File: src/rtl/seg_scan_pkg.sv
// rtl/seg_scan_pkg.sv - shared constants for the two-digit seven-segment scan driver
// Contents: scan FSM state encoding, 16-entry hex segment table, blank pattern.
// Segment bit order is {g,f,e,d,c,b,a}, active-high.
package seg_scan_pkg;

    localparam logic [1:0] ST_SHOW_LO  = 2'd0;
    localparam logic [1:0] ST_BLANK_LO = 2'd1;
    localparam logic [1:0] ST_SHOW_HI  = 2'd2;
    localparam logic [1:0] ST_BLANK_HI = 2'd3;

    localparam logic [6:0] SEG_BLANK = 7'h00;

    // Index 0 is the rightmost element of the concatenation.
    localparam logic [15:0][6:0] HEX_SEG = {
        7'h71, 7'h79, 7'h5E, 7'h39, 7'h7C, 7'h77, 7'h6F, 7'h7F,
        7'h07, 7'h7D, 7'h6D, 7'h66, 7'h4F, 7'h5B, 7'h06, 7'h3F
    };

endpackage

File: src/rtl/hex_to_seg7.sv
// rtl/hex_to_seg7.sv - combinational hex nibble to seven-segment pattern decoder
// Ports:
//   nibble  in  4  hex digit 0..F
//   seg     out 7  segment pattern {g,f,e,d,c,b,a}, active-high
module hex_to_seg7
    import seg_scan_pkg::*;
(
    input  logic [3:0] nibble,
    output logic [6:0] seg
);

    assign seg = HEX_SEG[nibble];

endmodule

File: src/rtl/seg_scan_driver.sv
// rtl/seg_scan_driver.sv - two-digit multiplexed seven-segment scan driver with wrap indicator
// Ports:
//   clk       in  1  single clock, rising edge
//   reset     in  1  asynchronous, active-high reset
//   value     in  8  count value from the upstream counter
//   load      in  1  capture strobe for value
//   hold      in  1  blocks capture while high; refresh keeps running
//   seg       out 7  segments {g,f,e,d,c,b,a}, active-high
//   dp        out 1  decimal point, lit on the high digit when the shown value wrapped
//   digit_en  out 2  one-hot digit enable; bit0 = low nibble, bit1 = high nibble
//   frame     out 1  one-cycle pulse on the first cycle of each scan frame
// Optional feature: define SEG_SCAN_LZ_BLANK_EN for leading-zero blanking of the high digit.
module seg_scan_driver
    import seg_scan_pkg::*;
#(
    parameter int DIV_W        = 8,
    parameter int BLANK_CYCLES = 2
) (
    input  logic       clk,
    input  logic       reset,
    input  logic [7:0] value,
    input  logic       load,
    input  logic       hold,
    output logic [6:0] seg,
    output logic       dp,
    output logic [1:0] digit_en,
    output logic       frame
);

    localparam logic [3:0] BLANK_LAST = 4'(BLANK_CYCLES - 1);

    logic [1:0]       state;
    logic [DIV_W-1:0] presc;
    logic [3:0]       blank_cnt;
    logic [7:0]       shadow;
    logic [7:0]       disp;
    logic             wrap_pending;
    logic             disp_wrap;

    logic             presc_done;
    logic             blank_done;
    logic             frame_edge;
    logic             capture;
    logic             cap_wraps;
    logic [3:0]       nibble;
    logic [6:0]       nibble_seg;
    logic             hi_suppress;

    assign presc_done = &presc;
    assign blank_done = (blank_cnt == BLANK_LAST);
    // The only point where the displayed value may change, so a frame never tears.
    assign frame_edge = (state == ST_BLANK_HI) && blank_done;
    assign capture    = load && !hold;
    assign cap_wraps  = capture && (value < shadow);

    always_ff @(posedge clk or posedge reset) begin
        if (reset) begin
            state     <= ST_BLANK_HI;
            presc     <= '0;
            blank_cnt <= '0;
        end else begin
            case (state)
                ST_SHOW_LO, ST_SHOW_HI: begin
                    if (presc_done) begin
                        presc <= '0;
                        state <= (state == ST_SHOW_LO) ? ST_BLANK_LO : ST_BLANK_HI;
                    end else begin
                        presc <= presc + 1'b1;
                    end
                end
                default: begin
                    if (blank_done) begin
                        blank_cnt <= '0;
                        state     <= (state == ST_BLANK_LO) ? ST_SHOW_HI : ST_SHOW_LO;
                    end else begin
                        blank_cnt <= blank_cnt + 4'd1;
                    end
                end
            endcase
        end
    end

    always_ff @(posedge clk or posedge reset) begin
        if (reset) begin
            shadow       <= '0;
            disp         <= '0;
            wrap_pending <= 1'b0;
            disp_wrap    <= 1'b0;
        end else begin
            if (capture) begin
                shadow <= value;
            end
            // disp takes the pre-edge shadow; a capture on this same edge
            // lands in shadow and is shown one frame later.
            if (frame_edge) begin
                disp         <= shadow;
                disp_wrap    <= wrap_pending;
                wrap_pending <= cap_wraps;
            end else if (cap_wraps) begin
                wrap_pending <= 1'b1;
            end
        end
    end

    assign nibble = (state == ST_SHOW_HI) ? disp[7:4] : disp[3:0];

    hex_to_seg7 u_hex (
        .nibble (nibble),
        .seg    (nibble_seg)
    );

`ifdef SEG_SCAN_LZ_BLANK_EN
    // A wrapped value keeps its high digit so the dp indicator stays visible.
    assign hi_suppress = (disp[7:4] == 4'd0) && !disp_wrap;
`else
    assign hi_suppress = 1'b0;
`endif

    always_comb begin
        seg      = SEG_BLANK;
        dp       = 1'b0;
        digit_en = 2'b00;
        case (state)
            ST_SHOW_LO: begin
                seg      = nibble_seg;
                digit_en = 2'b01;
            end
            ST_SHOW_HI: begin
                if (!hi_suppress) begin
                    seg      = nibble_seg;
                    dp       = disp_wrap;
                    digit_en = 2'b10;
                end
            end
            default: begin
                seg      = SEG_BLANK;
            end
        endcase
    end

    assign frame = (state == ST_SHOW_LO) && (presc == '0);

endmodule

File: config.mk
export PLATFORM = sky130hd
export DESIGN_NAME = seg_scan_driver
export DESIGN_NICKNAME = d
export VERILOG_FILES = /design/src/rtl/seg_scan_pkg.sv /design/src/rtl/hex_to_seg7.sv /design/src/rtl/seg_scan_driver.sv
export SDC_FILE = /design/constraint.sdc
export NUM_CORES = 1
export LEC_CHECK = 0
export BUFFER_PORTS_ARGS = -buffer_cell sky130_fd_sc_hd__buf_2
export CORE_ASPECT_RATIO = 1.25
export CORE_MARGIN = 4
export CORE_UTILIZATION = 50
export DETAILED_ROUTE_END_ITERATION = 16
export MAX_ROUTING_LAYER = met4
export PLACE_DENSITY = 0.74
export SKIP_LAST_GASP = 1
export SLEW_MARGIN = 25
export SYNTH_ARGS = -nofsm -noshare
export SYNTH_HDL_FRONTEND = slang
export SYNTH_SLANG_ARGS = --single-unit
File: constraint.sdc
create_clock -name clk -period 5.09 [get_ports clk]
set_clock_uncertainty 0.15 [all_clocks]
set_input_delay 0.2545 -clock clk [delete_from_list [all_inputs] [get_ports clk]]
set_output_delay 0.2545 -clock clk [all_outputs]
set_load 0.01 [all_outputs]
==> results.sh <==
export IMPL_outcome="finished clean"
export IMPL_end_kind="primary output"
export IMPL_cts_sinks=32
export IMPL_slew_headroom=0.402
export IMPL_slew_viol_final=0
export IMPL_start_util=0.531
export IMPL_clock_latency_ns=0.28
export IMPL_worstHoldPathType="in2reg"
export IMPL_cp_max_fo=12
export IMPL_pre_cts_ws_ns=1.80
export IMPL_grt_pass1_vias=1458
export IMPL_globalplace_congestion=0.817
export IMPL_register_area_sq_um=803
export IMPL_crit_buf_inv=2
export IMPL_powerDensity_mw_per_mm2=265
export IMPL_arrival_ns=3.26
export IMPL_holdWs_ns=0.0458
export IMPL_rsz0062_at_grt="false"
export IMPL_port_buffers=22
export IMPL_row_count=24
export IMPL_cts_buffers=5
export IMPL_synth_top_area_cell="dfrtp_1"
export IMPL_stdcell_count=246
export IMPL_ys_ff_latch=32
export IMPL_synth_compound_area_frac=0.113
export IMPL_synth_edf_count=0
export IMPL_finalWorstSetupSlack_ns=1.42
export IMPL_r2r_cells=5
export IMPL_grt_pass1_wl_um=6540
export IMPL_maxCapViolCount=0
export IMPL_critPathMaxStageDelay_ns=0.64
export IMPL_ctsRootBufferMaster="clkbuf_8"
export IMPL_worst_setup_path_type="reg2out"
export IMPL_ys_top_cells_by_area="dfrtp_1 (40%), ha_1 (12%), mux2_2 (7.1%), o21ai_0 (3.4%), nand2_1 (3.4%)"
export IMPL_grt_start_max_net_pins=33
export IMPL_synth_top_family_by_area="simple AND/OR/NAND/NOR gates"
export IMPL_placed_cells=237
export IMPL_synth_cell_types=45
export IMPL_io_pins=23
export IMPL_synth_adder_area_share=0.119
export IMPL_path_depth=7
export IMPL_crit_path_start="state[1]"
export IMPL_layout_common_cells="dfrtp_1 (30), buf_2 (22), ha_1 (18)"
export IMPL_r2r_end="state[1]"
export IMPL_dp_hpwl_um=2830
export IMPL_first_pass_iters=4
export IMPL_grt_util_all_layers=0.174
export IMPL_r2r_slack_ns=2.69
export IMPL_path_cells="ha_1 -> mux2i_1 -> inv_1 -> ha_1 -> mux4_2 -> nor2_1 -> buf_2"
export IMPL_final_nets=236
export IMPL_max_freq_mhz=273
export IMPL_synth_ff_type="dfrtp_1"
export IMPL_drive_gt1_frac=0.256
export IMPL_finalHoldViolCount=0
export IMPL_die_area_sq_mm=0.00485
export IMPL_multiInputGateArea_sq_mm=0.00101
export IMPL_synth_avg_cell_area_sq_um=10.5
export IMPL_postSynth_asyncResetShare=1.00
export IMPL_die_h_um=76.9
export IMPL_wl_per_cell_um=14.9
export IMPL_die_w_um=63.1
export IMPL_crit_required_ns=4.69
export IMPL_setup_tns_ns=0
export IMPL_htreeDepth=2
export IMPL_reg2reg_from="state[1]"
export IMPL_drc=0
export IMPL_tightest_slew_ns=0.895
export IMPL_final_common_cell="dfrtp_1"
export IMPL_vias_per_cell=5.90
export IMPL_crit_family="multiplexers"
export IMPL_antenna_cells=0
export IMPL_finalCriticalPeriod_ns=3.67
export IMPL_syn_area_sq_mm=0.00190
export IMPL_min_period_over_period=0.721
export IMPL_design_core_area_sq_mm=0.00357
export IMPL_synthToLayoutAreaGrowth_pct=14.4
export IMPL_synth_xor_area_frac=0.0323
export IMPL_synthMuxAreaShare=0.124
export IMPL_synth_seq_area_share=0.423
export IMPL_overflow=0
export IMPL_via_count=1451
export IMPL_clk_pin_slew_worst_paths_ns=0.07
export IMPL_clockBufferDepth=2
export IMPL_cts_tree="yes"
export IMPL_drtIter0Drc=54
export IMPL_antenna_found_initial=0
export IMPL_cpMaxStageDelayCell="mux2i_1"
export IMPL_routed_wl_um=3670
export IMPL_yosysWarnings=0
export IMPL_power_leakage_nw=1.02
export IMPL_setup_viol=0
export IMPL_fillCellCount=301
export IMPL_cp_endpoint="seg[3]"
export IMPL_synthSimpleGateAreaFrac=0.142
export IMPL_peakVddDrop_v=0.000265
export IMPL_start_kind="flip-flop"
export IMPL_postRouteAntennaNets=0
export IMPL_synthCells=180
export IMPL_yosysTopAreaCellShare=0.396
export IMPL_cpMostUsedCell="ha_1"
export IMPL_synth_fp_nets=210
## worst min path at each step
stage               startpoint           end  slack [ns]  cells past startpoint
floorplan                reset  blank_cnt[0]        0.22                      1
global placement         reset       disp[6]        0.20                      3
detailed placement       reset     shadow[6]        0.20                      3
CTS                   value[7]     shadow[7]        0.04                      3
global route          value[7]     shadow[7]        0.05                      3
finish                value[2]     shadow[2]        0.05                      3
## metrics by stage
step,area [sq um],utilization,total power [mW]
after CTS,2170,0.608,0.580
after global routing,2170,0.608,0.599
after detailed placement,2040,0.570,0.314
after global placement,2040,0.570,0.310
after floorplan,1900,-,0.299
final,2170,0.608,0.575
## cell usage after synthesis, types with 2 or more instances
library cell  count
mux2_2           12
xnor2_1           5
a21oi_1           3
xor2_1            2
mux2i_2           2
a221oi_1          2
nand4_1           4
mux2_4            2
nor2_1            8
buf_2             2
dfrtp_1          30
nor3_1            7
dfstp_2           2
o21ai_0          13
a31oi_1           2
a21o_1            3
inv_1            16
clkbuf_1          2
o22ai_1           2
nand2_1          17
mux2i_1           2
o21a_1            2
ha_1             18
## cell type report
type	instances	area share
clock buffers	7	0.0444
clock inverters	1	0.0138
inverters	16	0.0276
multi-input cells	127	0.463
flip-flops and latches	32	0.370
well taps	39	0.0225
repair buffers	24	0.0588
## power breakdown
group / internal [mW] / leakage (nW) / switching, mW
clock network: 0.173 / 0.0645 / 0.0932
logic: 0.0181 / 0.549 / 0.0240
registers: 0.263 / 0.406 / 0.00458
total: 0.453 / 1.02 / 0.122
## cell families (layout without fill, tap and decap cells)
kind of cell,Yosys count,count (layout)
and+or+nand+nor,49,49
AOI/OAI and AO/OA,34,34
DFF,32,32
buffers and inverters,21,48
muxes,19,19
adders and majority gates,18,18
xor gates and xnor gates,7,7
## metal layers
metal | vias to the layer above | GRT usage | part of all wire | wire length (um)
met1 | 709 | 0.197 | 0.39 | 1450
met2 | 42 | 0.295 | 0.54 | 2000
met4 | 0 | 0.0640 | 0.022 | 79
met5 | - | - | 0 | 0
met3 | 10 | 0.0453 | 0.040 | 145
li1 | 690 | - | - | -
## flip-flops by register name (all words and copies together), names as in the netlist
signal and flops:
wrap_pending 1, blank_cnt 4, disp 8, presc 8
state 2, disp_wrap 1, shadow 8
## what timing repair did
item / 4_1_cts / 5_1_grt
endpoints found under the hold margin: 30 / 0
setup buffers: 0 / 0
hold buffers: 1 / 0
gates resized for setup: 0 / 0
## tightest hold or removal path: stages
cell and delay [ns]:
buf_2 0.09, nand2_1 0.04, o21ai_0 0.06
No activity file was read; power rests on OpenSTA's default activity.
